===== src/rtl/ahb_lite_slave_bridge_if.sv =====
// AHB-Lite slave port plus local register-bus signals for the bridge.
// The slave modport is the bridge side; master is the bus/peripheral side.
interface ahb_lite_slave_bridge_if #(
    parameter int ADDR_W = 8,
    parameter int DATA_W = 32
);
    logic              HSEL;
    logic [ADDR_W-1:0] HADDR;
    logic [1:0]        HTRANS;
    logic              HWRITE;
    logic [2:0]        HSIZE;
    logic [2:0]        HBURST;
    logic [3:0]        HPROT;
    logic              HMASTLOCK;
    logic [DATA_W-1:0] HWDATA;
    logic              HREADY;
    logic              HREADYOUT;
    logic              HRESP;
    logic [DATA_W-1:0] HRDATA;

    logic                lb_req;
    logic                lb_we;
    logic [ADDR_W-1:0]   lb_addr;
    logic [DATA_W/8-1:0] lb_be;
    logic [DATA_W-1:0]   lb_wdata;
    logic                lb_ack;
    logic                lb_err;
    logic [DATA_W-1:0]   lb_rdata;

    modport slave (
        input  HSEL, HADDR, HTRANS, HWRITE, HSIZE,
        input  HBURST, HPROT, HMASTLOCK, HWDATA, HREADY,
        output HREADYOUT, HRESP, HRDATA,
        output lb_req, lb_we, lb_addr, lb_be, lb_wdata,
        input  lb_ack, lb_err, lb_rdata
    );

    modport master (
        output HSEL, HADDR, HTRANS, HWRITE, HSIZE,
        output HBURST, HPROT, HMASTLOCK, HWDATA, HREADY,
        input  HREADYOUT, HRESP, HRDATA,
        input  lb_req, lb_we, lb_addr, lb_be, lb_wdata,
        output lb_ack, lb_err, lb_rdata
    );
endinterface


===== src/rtl/ahb_lite_slave_bridge.sv =====
// AHB-Lite slave terminating each transfer as one req/ack local-bus access,
// with byte enables, alignment/size checks and an access timeout.
module ahb_lite_slave_bridge #(
    parameter int ADDR_W   = 8,
    parameter int DATA_W   = 32,
    parameter int MAX_WAIT = 15
) (
    input logic HCLK,
    input logic HRESET,
    ahb_lite_slave_bridge_if.slave bus
);
    localparam int NB = DATA_W / 8;
    localparam int LG = $clog2(NB);

    typedef enum logic [2:0] {
        S_IDLE,
        S_ACCESS,
        S_DONE,
        S_ERR1,
        S_ERR2
    } state_t;

    state_t            state;
    state_t            nxt;
    logic              hready_q;
    logic              hresp_q;
    logic [DATA_W-1:0] hrdata_q;
    logic              req_q;
    logic              we_q;
    logic [ADDR_W-1:0] addr_q;
    logic [NB-1:0]     be_q;
    logic [7:0]        cnt;

    logic              open_st;
    logic              accept;
    logic              size_ok;
    logic              aligned;
    logic              legal;
    logic              timeout;
    logic [ADDR_W-1:0] amask;
    logic [NB-1:0]     be_nx;
    int                lane;
    int                span;

    logic unused_ins;
    assign unused_ins = ^{bus.HBURST, bus.HPROT, bus.HMASTLOCK};

    always_comb begin
        open_st = (state == S_IDLE) || (state == S_DONE) ||
                  (state == S_ERR2);
        accept  = open_st && bus.HSEL && bus.HREADY && bus.HTRANS[1];
        size_ok = bus.HSIZE <= 3'(LG);
        amask   = ~({ADDR_W{1'b1}} << bus.HSIZE);
        aligned = (bus.HADDR & amask) == '0;
        legal   = size_ok && aligned;
        timeout = cnt == 8'(MAX_WAIT - 1);
    end

    // Little-endian lanes: 2^HSIZE bytes starting at the low address bits.
    always_comb begin
        be_nx = '0;
        lane  = int'(bus.HADDR[LG-1:0]);
        span  = 1 << bus.HSIZE;
        for (int i = 0; i < NB; i++) begin
            if (i >= lane && i < lane + span) begin
                be_nx[i] = 1'b1;
            end
        end
    end

    always_comb begin
        nxt = S_IDLE;
        case (state)
            S_IDLE, S_DONE, S_ERR2: begin
                if (accept) begin
                    nxt = legal ? S_ACCESS : S_ERR1;
                end
            end
            S_ACCESS: begin
                if (bus.lb_ack) begin
                    nxt = bus.lb_err ? S_ERR1 : S_DONE;
                end else if (timeout) begin
                    nxt = S_ERR1;
                end else begin
                    nxt = S_ACCESS;
                end
            end
            S_ERR1:  nxt = S_ERR2;
            default: nxt = S_IDLE;
        endcase
    end

    always_ff @(posedge HCLK or negedge HRESET) begin
        if (!HRESET) begin
            state    <= S_IDLE;
            hready_q <= 1'b1;
            hresp_q  <= 1'b0;
            hrdata_q <= '0;
            req_q    <= 1'b0;
            we_q     <= 1'b0;
            addr_q   <= '0;
            be_q     <= '0;
            cnt      <= '0;
        end else begin
            state    <= nxt;
            hready_q <= (nxt == S_IDLE) || (nxt == S_DONE) ||
                        (nxt == S_ERR2);
            hresp_q  <= (nxt == S_ERR1) || (nxt == S_ERR2);
            req_q    <= nxt == S_ACCESS;
            // Any entry into ACCESS comes from a non-ACCESS state.
            cnt      <= (state == S_ACCESS) ? cnt + 8'd1 : 8'd0;
            if (accept) begin
                addr_q <= bus.HADDR;
                we_q   <= bus.HWRITE;
                be_q   <= be_nx;
            end
            if (state == S_ACCESS && bus.lb_ack &&
                !bus.lb_err && !we_q) begin
                hrdata_q <= bus.lb_rdata;
            end
        end
    end

    assign bus.HREADYOUT = hready_q;
    assign bus.HRESP     = hresp_q;
    assign bus.HRDATA    = hrdata_q;
    assign bus.lb_req    = req_q;
    assign bus.lb_we     = we_q;
    assign bus.lb_addr   = addr_q;
    assign bus.lb_be     = be_q;
    assign bus.lb_wdata  = bus.HWDATA;
endmodule


===== src/flat_wrapper.sv =====
// flat-port wrapper written by rule: the top's interface ports become plain ports
module ahb_lite_slave_bridge_flat 
#(
    parameter int ADDR_W   = 8,
    parameter int DATA_W   = 32,
    parameter int MAX_WAIT = 15
)
  (HCLK, HRESET, bus_HSEL, bus_HADDR, bus_HTRANS, bus_HWRITE, bus_HSIZE, bus_HBURST, bus_HPROT, bus_HMASTLOCK, bus_HWDATA, bus_HREADY, bus_HREADYOUT, bus_HRESP, bus_HRDATA, bus_lb_req, bus_lb_we, bus_lb_addr, bus_lb_be, bus_lb_wdata, bus_lb_ack, bus_lb_err, bus_lb_rdata);
  ahb_lite_slave_bridge_if #(.ADDR_W(ADDR_W), .DATA_W(DATA_W)) bus_i ();
  input logic HCLK;
  input logic HRESET;
  input wire logic [$bits(bus_i.HSEL)-1:0] bus_HSEL;
  input wire logic [$bits(bus_i.HADDR)-1:0] bus_HADDR;
  input wire logic [$bits(bus_i.HTRANS)-1:0] bus_HTRANS;
  input wire logic [$bits(bus_i.HWRITE)-1:0] bus_HWRITE;
  input wire logic [$bits(bus_i.HSIZE)-1:0] bus_HSIZE;
  input wire logic [$bits(bus_i.HBURST)-1:0] bus_HBURST;
  input wire logic [$bits(bus_i.HPROT)-1:0] bus_HPROT;
  input wire logic [$bits(bus_i.HMASTLOCK)-1:0] bus_HMASTLOCK;
  input wire logic [$bits(bus_i.HWDATA)-1:0] bus_HWDATA;
  input wire logic [$bits(bus_i.HREADY)-1:0] bus_HREADY;
  output wire logic [$bits(bus_i.HREADYOUT)-1:0] bus_HREADYOUT;
  output wire logic [$bits(bus_i.HRESP)-1:0] bus_HRESP;
  output wire logic [$bits(bus_i.HRDATA)-1:0] bus_HRDATA;
  output wire logic [$bits(bus_i.lb_req)-1:0] bus_lb_req;
  output wire logic [$bits(bus_i.lb_we)-1:0] bus_lb_we;
  output wire logic [$bits(bus_i.lb_addr)-1:0] bus_lb_addr;
  output wire logic [$bits(bus_i.lb_be)-1:0] bus_lb_be;
  output wire logic [$bits(bus_i.lb_wdata)-1:0] bus_lb_wdata;
  input wire logic [$bits(bus_i.lb_ack)-1:0] bus_lb_ack;
  input wire logic [$bits(bus_i.lb_err)-1:0] bus_lb_err;
  input wire logic [$bits(bus_i.lb_rdata)-1:0] bus_lb_rdata;
  assign bus_i.HSEL = bus_HSEL;
  assign bus_i.HADDR = bus_HADDR;
  assign bus_i.HTRANS = bus_HTRANS;
  assign bus_i.HWRITE = bus_HWRITE;
  assign bus_i.HSIZE = bus_HSIZE;
  assign bus_i.HBURST = bus_HBURST;
  assign bus_i.HPROT = bus_HPROT;
  assign bus_i.HMASTLOCK = bus_HMASTLOCK;
  assign bus_i.HWDATA = bus_HWDATA;
  assign bus_i.HREADY = bus_HREADY;
  assign bus_HREADYOUT = bus_i.HREADYOUT;
  assign bus_HRESP = bus_i.HRESP;
  assign bus_HRDATA = bus_i.HRDATA;
  assign bus_lb_req = bus_i.lb_req;
  assign bus_lb_we = bus_i.lb_we;
  assign bus_lb_addr = bus_i.lb_addr;
  assign bus_lb_be = bus_i.lb_be;
  assign bus_lb_wdata = bus_i.lb_wdata;
  assign bus_i.lb_ack = bus_lb_ack;
  assign bus_i.lb_err = bus_lb_err;
  assign bus_i.lb_rdata = bus_lb_rdata;
  ahb_lite_slave_bridge #(.ADDR_W(ADDR_W), .DATA_W(DATA_W), .MAX_WAIT(MAX_WAIT)) u_core (.HCLK(HCLK), .HRESET(HRESET), .bus(bus_i));
endmodule

===== config.mk =====
export PLATFORM = sky130hd
export DESIGN_NAME = ahb_lite_slave_bridge_flat
export DESIGN_NICKNAME = d
export VERILOG_FILES = /design/src/rtl/ahb_lite_slave_bridge_if.sv /design/src/rtl/ahb_lite_slave_bridge.sv /design/src/flat_wrapper.sv
export SDC_FILE = /design/constraint.sdc
export NUM_CORES = 1
export LEC_CHECK = 0
export CORE_MARGIN = 3
export CORE_UTILIZATION = 40
export CTS_CLUSTER_DIAMETER = 100
export DETAILED_ROUTE_END_ITERATION = 10
export GPL_TIMING_DRIVEN = 1
export PLACE_DENSITY = 0.86
export SYNTH_ARGS = -nofsm -noshare
export SYNTH_HDL_FRONTEND = slang
export SYNTH_SLANG_ARGS = --single-unit
export TNS_END_PERCENT = 30

===== constraint.sdc =====
create_clock -name HCLK -period 4.8 [get_ports HCLK]
set_input_delay 0.96 -clock HCLK [delete_from_list [all_inputs] [get_ports HCLK]]
set_output_delay 0.96 -clock HCLK [all_outputs]
set_load 0.005 [all_outputs]

-- Word level (Yosys, flattened, before mapping)
Cells that the tools add are included.
Widths: inputs -> output; s select.
- word-level logic and storage cells: 64
- flip-flop bits (word level): 59
- input bits: 92
- output and inout bits: 80
- $add $sub $neg: 2
- equality and inequality tests: 9
- bitwise logic cells: 2
- $lt $le $gt $ge: 8
- reduce and logical (&&, ||, !) cells: 21
- multiplexer cells: 11
- shifts and indexed selects: 2
- operators with widths (cell ; number):
    $lt 3x32->1 const A ; 2
    $add 3x32->32 ; 1
    $lt 1x32->1 const A ; 1
    $lt 2x32->1 const A ; 1
    $shl 1x3->32 const A ; 1
    $eq 3x2->1 const B ; 4
    $logic_and 1x1->1 ; 10
    $pmux 3 s3 ; 1
    $add 8x1->8 const B ; 1
    $and 8x8->8 ; 1
    $eq 8x4->1 const B ; 1
    $logic_not 8->1 ; 1
    $mux 8 ; 1
    $not 8->8 ; 1
    $shl 8x3->8 const A ; 1
    $eq 3x1->1 const B ; 2
    $eq 3x3->1 const B ; 2
    $logic_not 3->1 ; 2
    $mux 3 ; 2
    $logic_or 1x1->1 ; 5
    $mux 1 ; 5
    $ge 1x2->1 const A ; 2
    $mux 2 ; 2
    $le 3x2->1 const B ; 1
    other kinds (3) ; 4

-- Logic depth before layout (Yosys ltp)
Gate-level depths: netlist of the first run.
- depth after elaboration: 11
- depth in mapped cells: 7
- depth with buffers taken out: 7

-- Worst setup path before layout of the first run
Ideal clock, no wire load.
- path type: input to register
- start: input port bus_HSIZE[0]
- end: register u_core.be_q[0], in the netlist u_core.bus.lb_be[0]
- path slack: 2214 ps
- arrival: 2443 ps
- cell stages on the path: 7
- cells stage by stage: or3_1 -> inv_1 -> ha_1 -> fa_1 -> or2_2 -> a211oi_1 -> a32oi_1
- longest elaborated chain between the ends: 5
- RTL lines (what ; RTL line ; text):
    from (decl) ; flat_wrapper.sv:16 ; input wire logic [$bits(bus_i.HSIZE)-1:0] bus_HSIZE;
    $shl 1x3->32 ; ahb_lite_slave_bridge.sv:63 ; span = 1 << bus.HSIZE;
    $add 3x32->32 ; ahb_lite_slave_bridge.sv:65 ; if (i >= lane && i < lane + span) begin
    $lt 1x32->1 ; ahb_lite_slave_bridge.sv:65 ;
    $logic_and 1x1->1 ; ahb_lite_slave_bridge.sv:65 ;
    $mux 1 ; ahb_lite_slave_bridge.sv:65 ;
    to (signal assigned) ; ahb_lite_slave_bridge.sv:115 ; be_q <= be_nx;
    to (decl) ; ahb_lite_slave_bridge.sv:31 ; logic [NB-1:0] be_q;
Every way passes these cells.
A chain may end at the register's enable or synchronous reset.

-- Worst setup path after layout of the first run
- start: input port bus_HSIZE[1]
- end: register u_core.be_q[0], in the netlist u_core.bus.lb_be[0]
The elaborated chain is that of the path after synthesis.

==> summary.md, run 1 <==
| Metric | Value |
|---|---|
| Outcome | finished, final reports clean |
| CTS sink count | 59 |
| # fillers | 531 |
| Fraction of layout cells with a size suffix above 1 | 17.7% |
| TNS Setup | 0 ps |
| HP Class | reg -> reg |
| Cell Rows | 29 |
| Commonest non-fill, non-tap cell in the layout | clkdlybuf4s50_1 |
| Worst-margin pin slew | 1040 ps |
| Reg2reg start | u_core.state[1] |
| Vias | 1,843 |
| Peak supply drop | 206 µV |
| CTS clk-pin slew, worst paths | 60 ps |
| H-tree Lvls | 3 |
| Inserted Diodes | 0 |
| Mapped Cells | 223 |
| CTS tree | yes |
| Post-synthesis compound-gate area fraction | 3.24% |
| Power per standard cell area | 517 mW/mm² |
| DRC violations left | 0 |
| Final Cycle Share | 63.6% |
| XOR/XNOR Fraction of Synth Area | 1.89% |
| Hold-fix buffers, CTS | 0 |
| Clock share of power | 25.6% |
| Ys flop type | dfrtp_1 |
| Internal Power | 1480 µW |
| Clk buf depth | 2 |
| Worst slew margin | 30.4% |
| Vias per inst | 4.90 |
| Leakage | 0.00179 µW |
| Largest net degree at the start of global routing | 60 |
| Worst EP arrival | 3230 ps |
| Final Skew | 11.4 ps |
| Worst Setup SP | bus_HSIZE[1] |
| Hold Crit Start | u_core.bus.lb_addr[5] |
| MaxCap Viol Count | 0 |
| Final setup fails | 0 |
| Crit path time final | 3050 ps |
| Sequential element share of the synthesized area | 53.1% |
| Dpl hpwl | 4220 µm |
| DR pass1 iterations | 4 |
| Multiplexer area fraction after synthesis | 17.0% |
| Post-CTS setup buffers | 0 |
| WP data required | 4980 ps |
| Die W | 89.4 µm |
| Area growth from synthesis to layout | 36.6% |
| Max Fclk | 0.328 GHz |
| Root buffer cell | clkbuf_8 |
| Post_cts resized | 0 |
| FFs w/ async S/R, synth | 100% |
| Seq pwr share | 39.1% |
| Core box area | 0.00653 mm² |
| Post-synth EDFFs | 0 |
| Die extent in y | 89.4 µm |
| Slew Viols, Final | 0 |
| Largest family of logic cells by synthesized area | multiplexers |
| Iter 0 DRT Violations | 55 |
| Vias in the first global route | 1,915 |
| GRT Total Usage | 15.0% |
| CP endpoint kind | register |
| Wire length per cell | 15.6 µm |
| Ys Warns | 0 |
| Mean post-synth cell area | 12.5 µm² |
| Initial antenna violation count | 0 |
| IO Port Bufs | 98 |
| Setup ws final | 1750 ps |
| Detail Route Antenna Nets | 0 |
| Final nets | 392 |
| Clock latency on the worst-skew pair | 330 ps |
| RSZ-0062 raised after global routing | false |
| Synthesized area | 0.00278 mm² |
| CTS Buf Count | 9 |
| GPL Wtd Cong | 0.792 |
| Overflow after GRT | 0 |
| Critical path type | in -> reg |
| Crit-path max FO | 5 |
| DRT Wirelength | 5880 µm |
| Initial Utilization | 42.6% |
| FF+latch count, synth | 59 |
| Hold Vio Cnt, Final | 0 |
| Yosys cell types | 37 |
| Net count after synthesis | 321 |
| Comb pwr share | 35.3% |
| Switching portion of total power | 24.4% |
| Post-Synth Simple-Gate Area | 10.8% |
| I/O pins | 172 |
| Switching power | 479 µW |
| Dpl ws | 1440 ps |
| First-pass GRT wire length | 8960 µm |
| Crit path launch type | input port |
| Die area | 0.00799 mm² |
| Most frequent cells in the layout | 97 x clkdlybuf4s50_1, 58 x dfrtp_1, 30 x mux2_4 |
| Adder-Cell Fraction of Synth Area | 2.97% |
==> metrics by stage <==
step	std cells	util, %	hold WS, ps	area (µm²)	total power, µW
final	376	58.2	484	3800	1960
after global routing	376	58.2	514	3800	2080
after CTS	376	58.2	482	3800	2000
after detailed placement	360	54.7	466	3570	1480
after global placement	360	54.7	459	3570	1450
after floorplan	223	-	470	2780	1050
==> cell type report <==
type,instances,area [µm²],area share (%)
tap,77,96.3,2.54
multi-input combinational,121,1000,26.3
timing repair buffer,99,983,25.9
sequential,59,1480,38.9
clock inverter,6,88.8,2.34
clock buffer,10,138,3.62
inverter,4,15.0,0.395
==> Yosys cell counts (2+ instances only) <==
library cell  number  area share, %
xor2_1             5            1.6
o21ai_0            2           0.36
clkbuf_1           3           0.40
dfrtp_1           58             52
buf_4             32            8.6
nand3_1            2           0.36
buf_6              3            1.2
inv_1              4           0.54
nand2b_1           3           0.67
mux2_4            30             16
or3_1              3           0.67
a21o_1             2           0.54
and2_1             2           0.45
nand2_1           29            3.9
ha_1               5            2.2
mux2_2             2           0.81
nand4_1            3           0.67
a211oi_1           3           0.81
nor2_1            13            1.8
and3_1             2           0.45
==> critical path: stages <==
cell             delay, ps
clkdlybuf4s50_1        540
or3_1                  150
inv_1                   40
ha_1                   210
fa_1                   380
or2_2                  290
a211oi_1               480
a32oi_1                180
==> power groups by stage <==
| stage | Clock, µW | Sequential, µW | Combinational [µW] |
|---|---|---|---|
| after global placement | 0 | 764 | 684 |
| after global routing | 545 | 788 | 748 |
| after floorplan | 0 | 784 | 270 |
| after CTS | 522 | 769 | 707 |
| final | 503 | 768 | 693 |
| after detailed placement | 0 | 777 | 702 |
==> cells by family (layout without fill, tap and decap cells) <==
family / count (synthesis) / count (layout)
flip-flops: 59 / 59
multiplexers: 32 / 32
XOR/XNOR: 6 / 6
buffers and inverters: 43 / 119
AO/OA/AOI/OAI: 13 / 13
AND/OR/NAND/NOR: 64 / 64
adder cells (fa/ha/maj): 6 / 6
==> state kept, by name, indices dropped and copies added, names as in the netlist <==
register              flops
u_core.bus.HRDATA        32
u_core.bus.lb_addr        8
u_core.cnt                8
u_core.bus.lb_be          4
u_core.state              3
u_core.bus.HREADYOUT      1
u_core.bus.HRESP          1
u_core.bus.lb_req         1
u_core.bus.lb_we          1
==> per-layer routing <==
metal  GRT usage [%]  wire length (µm)  vias up
li1                -                 -      858
met3            5.71               514       10
met1            17.1              2400      890
met2            25.2              2900       85
met5               0                 0        -
met4            5.95                60        0
==> path summary, 6_finish.rpt <==
path	end	slack, ps	cells after the start
worst min register to register	u_core.bus.lb_addr[5]	480	2
worst max-delay path	u_core.bus.lb_be[0]	1750	8
min in group asynchronous	u_core.bus.HRDATA[5]	760	2
worst min-delay path	u_core.bus.lb_addr[5]	480	2
max in group asynchronous	u_core.state[2]	3540	2
worst max register to register	u_core.bus.HRDATA[22]	2260	3
Note: power is estimated with default switching activity, not from simulation.
==> run 2: changes to the inputs <==
Settings changed: CORE_UTILIZATION 40 to 37, PLACE_DENSITY 0.86 to 0.8.
Clock period 4.8 ns to 2.9 ns, I/O delays scaled along.
==> summary.md, run 2 (synthesis gave the netlist of run 1 again) <==
| Metric | Value |
|---|---|
| Dpl hpwl | 4390 µm (+4.1%) |
| Outcome | finished, final reports clean |
| Setup ws final | 401 ps (-1350 ps) |
| Worst EP arrival | 2700 ps (-530 ps) |
| Crit path depth | 9 (+1) |
| Crit path launch type | input port |
| IO Port Bufs | 98 (unchanged) |
| DRC violations left | 0 (unchanged) |
| Area growth from synthesis to layout | 37.2% |
| Crit path max-delay cell type | clkdlybuf4s50_1 |
| Initial Utilization | 39.4% (-3.2 points) |
| H-tree Lvls | 3 (unchanged) |
| Final Cell Area | 0.00382 mm² (+0.49%) |
| Most frequent cells in the layout | 97 x clkdlybuf4s50_1, 58 x dfrtp_1, 30 x mux2_4 |
| Final setup fails | 0 (unchanged) |
| Root buffer cell | clkbuf_8 |
| DRT Wirelength | 5930 µm (+0.85%) |
| First-pass GRT wire length | 9490 µm (+5.8%) |
| Crit path largest cell delay | 530 ps (about the same) |
| Crit-path max FO | 5 (unchanged) |
| Vias per inst | 4.67 (-4.6%) |
| MaxCap Viol Count | 0 (unchanged) |
| CTS tree | yes |
| Final Skew | 5.69 ps (-5.69 ps) |
| WP data required | 3100 ps (-1880 ps) |
| Clock latency on the worst-skew pair | 320 ps (about the same) |
| Die W | 92.7 µm (+3.7%) |
| Initial antenna violation count | 0 (unchanged) |
| Crit path time final | 2500 ps |
| Core box area | 0.00706 mm² (+8.0%) |
| Clk buf depth | 2 (unchanged) |
| # fillers | 605 (+14%) |
| Final nets | 395 (+0.77%) |
| Critical path type | in -> reg |
| Multi-input gate area | 1000 µm² (unchanged) |
| Die area | 0.00859 mm² (+7.6%) |
| CP endpoint kind | register |
| Register area | 0.00148 mm² (unchanged) |
| Detail Route Antenna Nets | 0 (unchanged) |
| Wire length per cell | 15.0 µm (-4.2%) |
| GPL Wtd Cong | 0.775 (-2.2%) |
| Worst-margin pin slew | 582 ps (-462 ps) |
| Hold Vio Cnt, Final | 0 (unchanged) |
| HP Class | in -> async |
| Dpl ws | 64.9 ps (-1370 ps) |
| Vias | 1,851 (+0.43%) |
| Cell Rows | 30 (+3.4%) |
| Largest net degree at the start of global routing | 59 (-1.7%) |
| I/O pins | 172 (unchanged) |
| RSZ-0062 raised after global routing | false |
| Placed Area | 0.00363 mm² (+1.6%) |
| Slew Viols, Final | 0 (unchanged) |
| Worst Path Buf+Inv | 3 (+1) |
| Final core occ | 54.1% (-4.1 points) |
| Overflow after GRT | 0 (unchanged) |
| DR pass1 iterations | 4 (unchanged) |
| Max Fclk | 0.400 GHz |
| Final Cycle Share | 86.2% |
| Max FFs per register | 32 (unchanged) |
| Largest delay contributor family on the critical path | buffers and inverters |
| Power per standard cell area | 814 mW/mm² (+58%) |
| CTS Buf Count | 9 (unchanged) |
| Hold-fix buffers, CTS | 0 (unchanged) |
| Post_cts resized | 0 (unchanged) |
| Reg2Reg Depth | 4 (+1) |
| Peak supply drop | 250 µV (+21%) |
| Inserted Diodes | 0 (unchanged) |
| GRT Total Usage | 14.1% (-0.87 points) |
| Post-CTS setup buffers | 0 (unchanged) |
| CTS clk-pin slew, worst paths | 60 ps (about the same) |
| Fraction of layout cells with a size suffix above 1 | 18.0% (+0.27 points) |
| Leakage | 0.00179 µW (+0.26%) |
| TNS Setup | 0 ps (unchanged) |
| CTS sink count | 59 (unchanged) |
| Commonest non-fill, non-tap cell in the layout | clkdlybuf4s50_1 |
| Iter 0 DRT Violations | 58 (+5.5%) |
| Vias in the first global route | 1,863 (-2.7%) |
| Worst slew margin | 61.2% (+31 points) |
| Die extent in y | 92.7 µm (+3.7%) |
| Worst path cell trace | clkdlybuf4s50_1 -> or3_1 -> inv_1 -> ha_1 -> fa_1 -> or2_2 -> a211oi_1 -> buf_4 -> a32oi_1 |
-- run 2: cell count changes in the layout (fill, tap and decap cells not counted), sizes merged --
cell,change
buf,+3
clkinvlp,-1
clkinv,-2
clkbuf,+3
bufinv,-2
-- run 2: worst paths after layout --
kind / slack, ps / start / to
max: 400 / bus_HSIZE[1] / u_core.bus.lb_be[0]
min: 40 / HRESET / u_core.bus.HRDATA[4]
max reg2reg: 650 / u_core.state[1] / u_core.bus.HRDATA[17]
min reg2reg: 470 / u_core.bus.lb_addr[0] / u_core.bus.lb_addr[0]
max in group asynchronous: 2330 / HRESET / u_core.bus.HREADYOUT
min in group HCLK: 470 / u_core.bus.lb_addr[0] / u_core.bus.lb_addr[0]
-- run 2: power by group --
part           switching (µW)  total, µW  internal [µW]
Combinational             306       1150            842
Sequential                158       1270           1110
Clock                     295        689            394
-- run 2: final cells by class --
| cell class | instances | share of cell area (%) |
|---|---|---|
| sequential | 59 | 38.7 |
| timing repair buffer | 102 | 26.7 |
| multi-input combinational | 121 | 26.2 |
| clock buffer | 13 | 4.69 |
| tap | 96 | 3.15 |
| inverter | 4 | 0.393 |
| clock inverter | 1 | 0.197 |
-- run 2: routing by layer --
metal / share of wire, % / track usage [%] / vias up
li1: - / - / 867
met1: 43 / 17.0 / 881
met2: 48 / 22.3 / 89
met3: 8.3 / 5.69 / 14
met4: 1.5 / 5.86 / 0
met5: 0 / 0 / -
-- run 2: metrics by stage --
| stage | hold slack, ps | std cells | power, µW |
|---|---|---|---|
| floorplan | 284 | 223 | 1740 |
| detailed placement | 379 | 382 | 2450 |
| global route | 16.7 | 396 | 3300 |
| finish | 36.4 | 396 | 3110 |
| CTS | 16.1 | 396 | 3170 |
| global placement | 378 | 382 | 2410 |
==> run 3: changes to the inputs <==
Clock period 2.9 ns to 2.48 ns, I/O delays scaled along.
==> summary.md, run 3 (synthesis gave the netlist of run 1 again) <==
| Metric | Value |
|---|---|
| Final nets | 403 (+2.0%) |
| Initial antenna violation count | 0 (unchanged) |
| GRT Total Usage | 15.1% (+1.0 points) |
| CTS clk-pin slew, worst paths | 70 ps (about the same) |
| DR pass1 iterations | 4 (unchanged) |
| GPL Wtd Cong | 0.761 (-1.8%) |
| Detail Route Antenna Nets | 0 (unchanged) |
| Clk buf depth | 2 (unchanged) |
| IO Port Bufs | 98 (unchanged) |
| Hold Vio Cnt, Final | 0 (unchanged) |
| Final Cycle Share | 94.0% |
| Core box area | 0.00706 mm² (unchanged) |
| Power per standard cell area | 962 mW/mm² (+18%) |
| RSZ-0062 raised after global routing | false |
| CP endpoint kind | register |
| Register area | 0.00148 mm² (unchanged) |
| Crit path largest cell delay | 500 ps (-30 ps) |
| Largest net degree at the start of global routing | 33 (-44%) |
| First-pass GRT wire length | 9990 µm (+5.3%) |
| Die area | 0.00859 mm² (unchanged) |
| Root buffer cell | clkbuf_8 |
| HP Class | in -> async |
| Post-route insts no fill | 406 (+2.5%) |
| Post-CTS setup buffers | 0 (unchanged) |
| Wire length per cell | 15.3 µm (+2.2%) |
| Setup ws final | 148 ps (-253 ps) |
| Comb pwr share | 36.2% (-0.7 points) |
| Placed Cells | 390 (+2.1%) |
| Crit path max-delay cell type | clkdlybuf4s50_1 |
| Leakage | 0.00185 µW (+3.3%) |
| Max Fclk | 0.429 GHz |
| Final setup fails | 0 (unchanged) |
| Placed Area | 0.00370 mm² (+2.0%) |
| Largest delay contributor family on the critical path | buffers and inverters |
| MaxCap Viol Count | 0 (unchanged) |
| CTS Buf Count | 9 (unchanged) |
| WP data required | 2680 ps (-420 ps) |
| Die W | 92.7 µm (unchanged) |
| Clock share of power | 24.2% (+2.0 points) |
| Worst-margin pin slew | 663 ps (+81.0 ps) |
| Crit-path max FO | 4 (-1) |
| Seq pwr share | 39.6% (-1.3 points) |
| Dpl hpwl | 4550 µm (+3.6%) |
| H-tree Lvls | 3 (unchanged) |
| Inserted Diodes | 0 (unchanged) |
| Critical path type | in -> reg |
| Die extent in y | 92.7 µm (unchanged) |
| Slew Viols, Final | 0 (unchanged) |
| Clock latency on the worst-skew pair | 330 ps (about the same) |
| Min Hold Slack | 194 ps (+158 ps) |
| Fraction of layout cells with a size suffix above 1 | 20.6% (+2.6 points) |
| Vias per inst | 4.69 (+0.28%) |
| Cell Rows | 30 (unchanged) |
| Commonest non-fill, non-tap cell in the layout | clkdlybuf4s50_1 |
| Initial Utilization | 39.4% (unchanged) |
| Iter 0 DRT Violations | 56 (-3.4%) |
| Switching power | 928 µW (+22%) |
| Post_cts resized | 0 (unchanged) |
| Max FFs per register | 32 (unchanged) |
| Multi-input gate area | 1000 µm² (unchanged) |
| Worst EP arrival | 2530 ps (-170 ps) |
| CTS sink count | 59 (unchanged) |
| Vias in the first global route | 1,978 (+6.2%) |
| Final Skew | 2.05 ps (-3.65 ps) |
| Outcome | finished, final reports clean |
| Overflow after GRT | 0 (unchanged) |
| Switching portion of total power | 24.6% (+0.21 points) |
| Internal Power | 2840 µW (+21%) |
| Crit path launch type | input port |
| DRT Wirelength | 6210 µm (+4.8%) |
| Hold-fix buffers, CTS | 0 (unchanged) |
| Peak supply drop | 341 µV (+37%) |
| CTS tree | yes |
| Worst slew margin | 55.8% (-5.4 points) |
| Area growth from synthesis to layout | 40.8% |
| Dpl ws | -183 ps (-248 ps) |
| Worst Path Buf+Inv | 3 (unchanged) |
| DRC violations left | 0 (unchanged) |
| Worst path cell trace | clkdlybuf4s50_1 -> or3_1 -> inv_1 -> ha_1 -> fa_1 -> or2_2 -> a211oi_1 -> buf_4 -> a32oi_1 |
| Crit path time final | 2330 ps |
| Vias | 1,903 (+2.8%) |
| Most frequent cells in the layout | 97 x clkdlybuf4s50_1, 58 x dfrtp_1, 30 x mux2_4 |
| Final Cell Area | 0.00392 mm² (+2.6%) |
| Design Power | 3770 µW (+21%) |
| I/O pins | 172 (unchanged) |
| # fillers | 613 (+1.3%) |
-- run 3: power groups by stage --
stage / registers, µW / clock network [µW] / logic [µW]
floorplan: 1520 / 0 / 523
global placement: 1480 / 0 / 1350
detailed placement: 1500 / 0 / 1380
CTS: 1490 / 953 / 1390
global route: 1540 / 993 / 1460
finish: 1490 / 912 / 1370
-- run 3: cell type report --
cell class / count / share of cell area (%)
multi-input combinational: 121 / 25.5
tap: 96 / 3.07
timing repair buffer: 110 / 27.9
inverter: 4 / 0.383
sequential: 59 / 37.7
clock buffer: 12 / 4.22
clock inverter: 4 / 1.21
-- run 3: per-layer routing --
| layer | wire [µm] | global-route usage (%) |
|---|---|---|
| met5 | 0 | 0 |
| met4 | 122 | 6.72 |
| met3 | 544 | 6.58 |
| met2 | 3030 | 24.0 |
| met1 | 2520 | 17.7 |
-- run 3: worst register-to-register path: stages, from the launching register on --
cell and delay, ps:
dfrtp_1 400, or3b_1 390, or3_2 490, buf_12 210, mux2_4 340
-- run 3: worst paths after layout --
check	start	to	slack (ps)	cells past startpoint
worst max-delay path	bus_HSIZE[0]	u_core.bus.lb_be[0]	150	9
worst min-delay path	HRESET	u_core.bus.HRDATA[9]	190	1
worst max register to register	u_core.state[1]	u_core.bus.HRDATA[12]	540	4
worst min register to register	u_core.bus.lb_addr[0]	u_core.bus.lb_addr[0]	470	2
max in group asynchronous	HRESET	u_core.bus.HREADYOUT	1610	2
min in group HCLK	u_core.bus.lb_addr[0]	u_core.bus.lb_addr[0]	470	2
-- run 3: metrics by stage --
stage	setup TNS [ps]	util, %
after global placement	-454	52.5
after floorplan	0	-
after CTS	0	55.5
after global routing	0	55.5
after detailed placement	-603	52.5
final	0	55.5
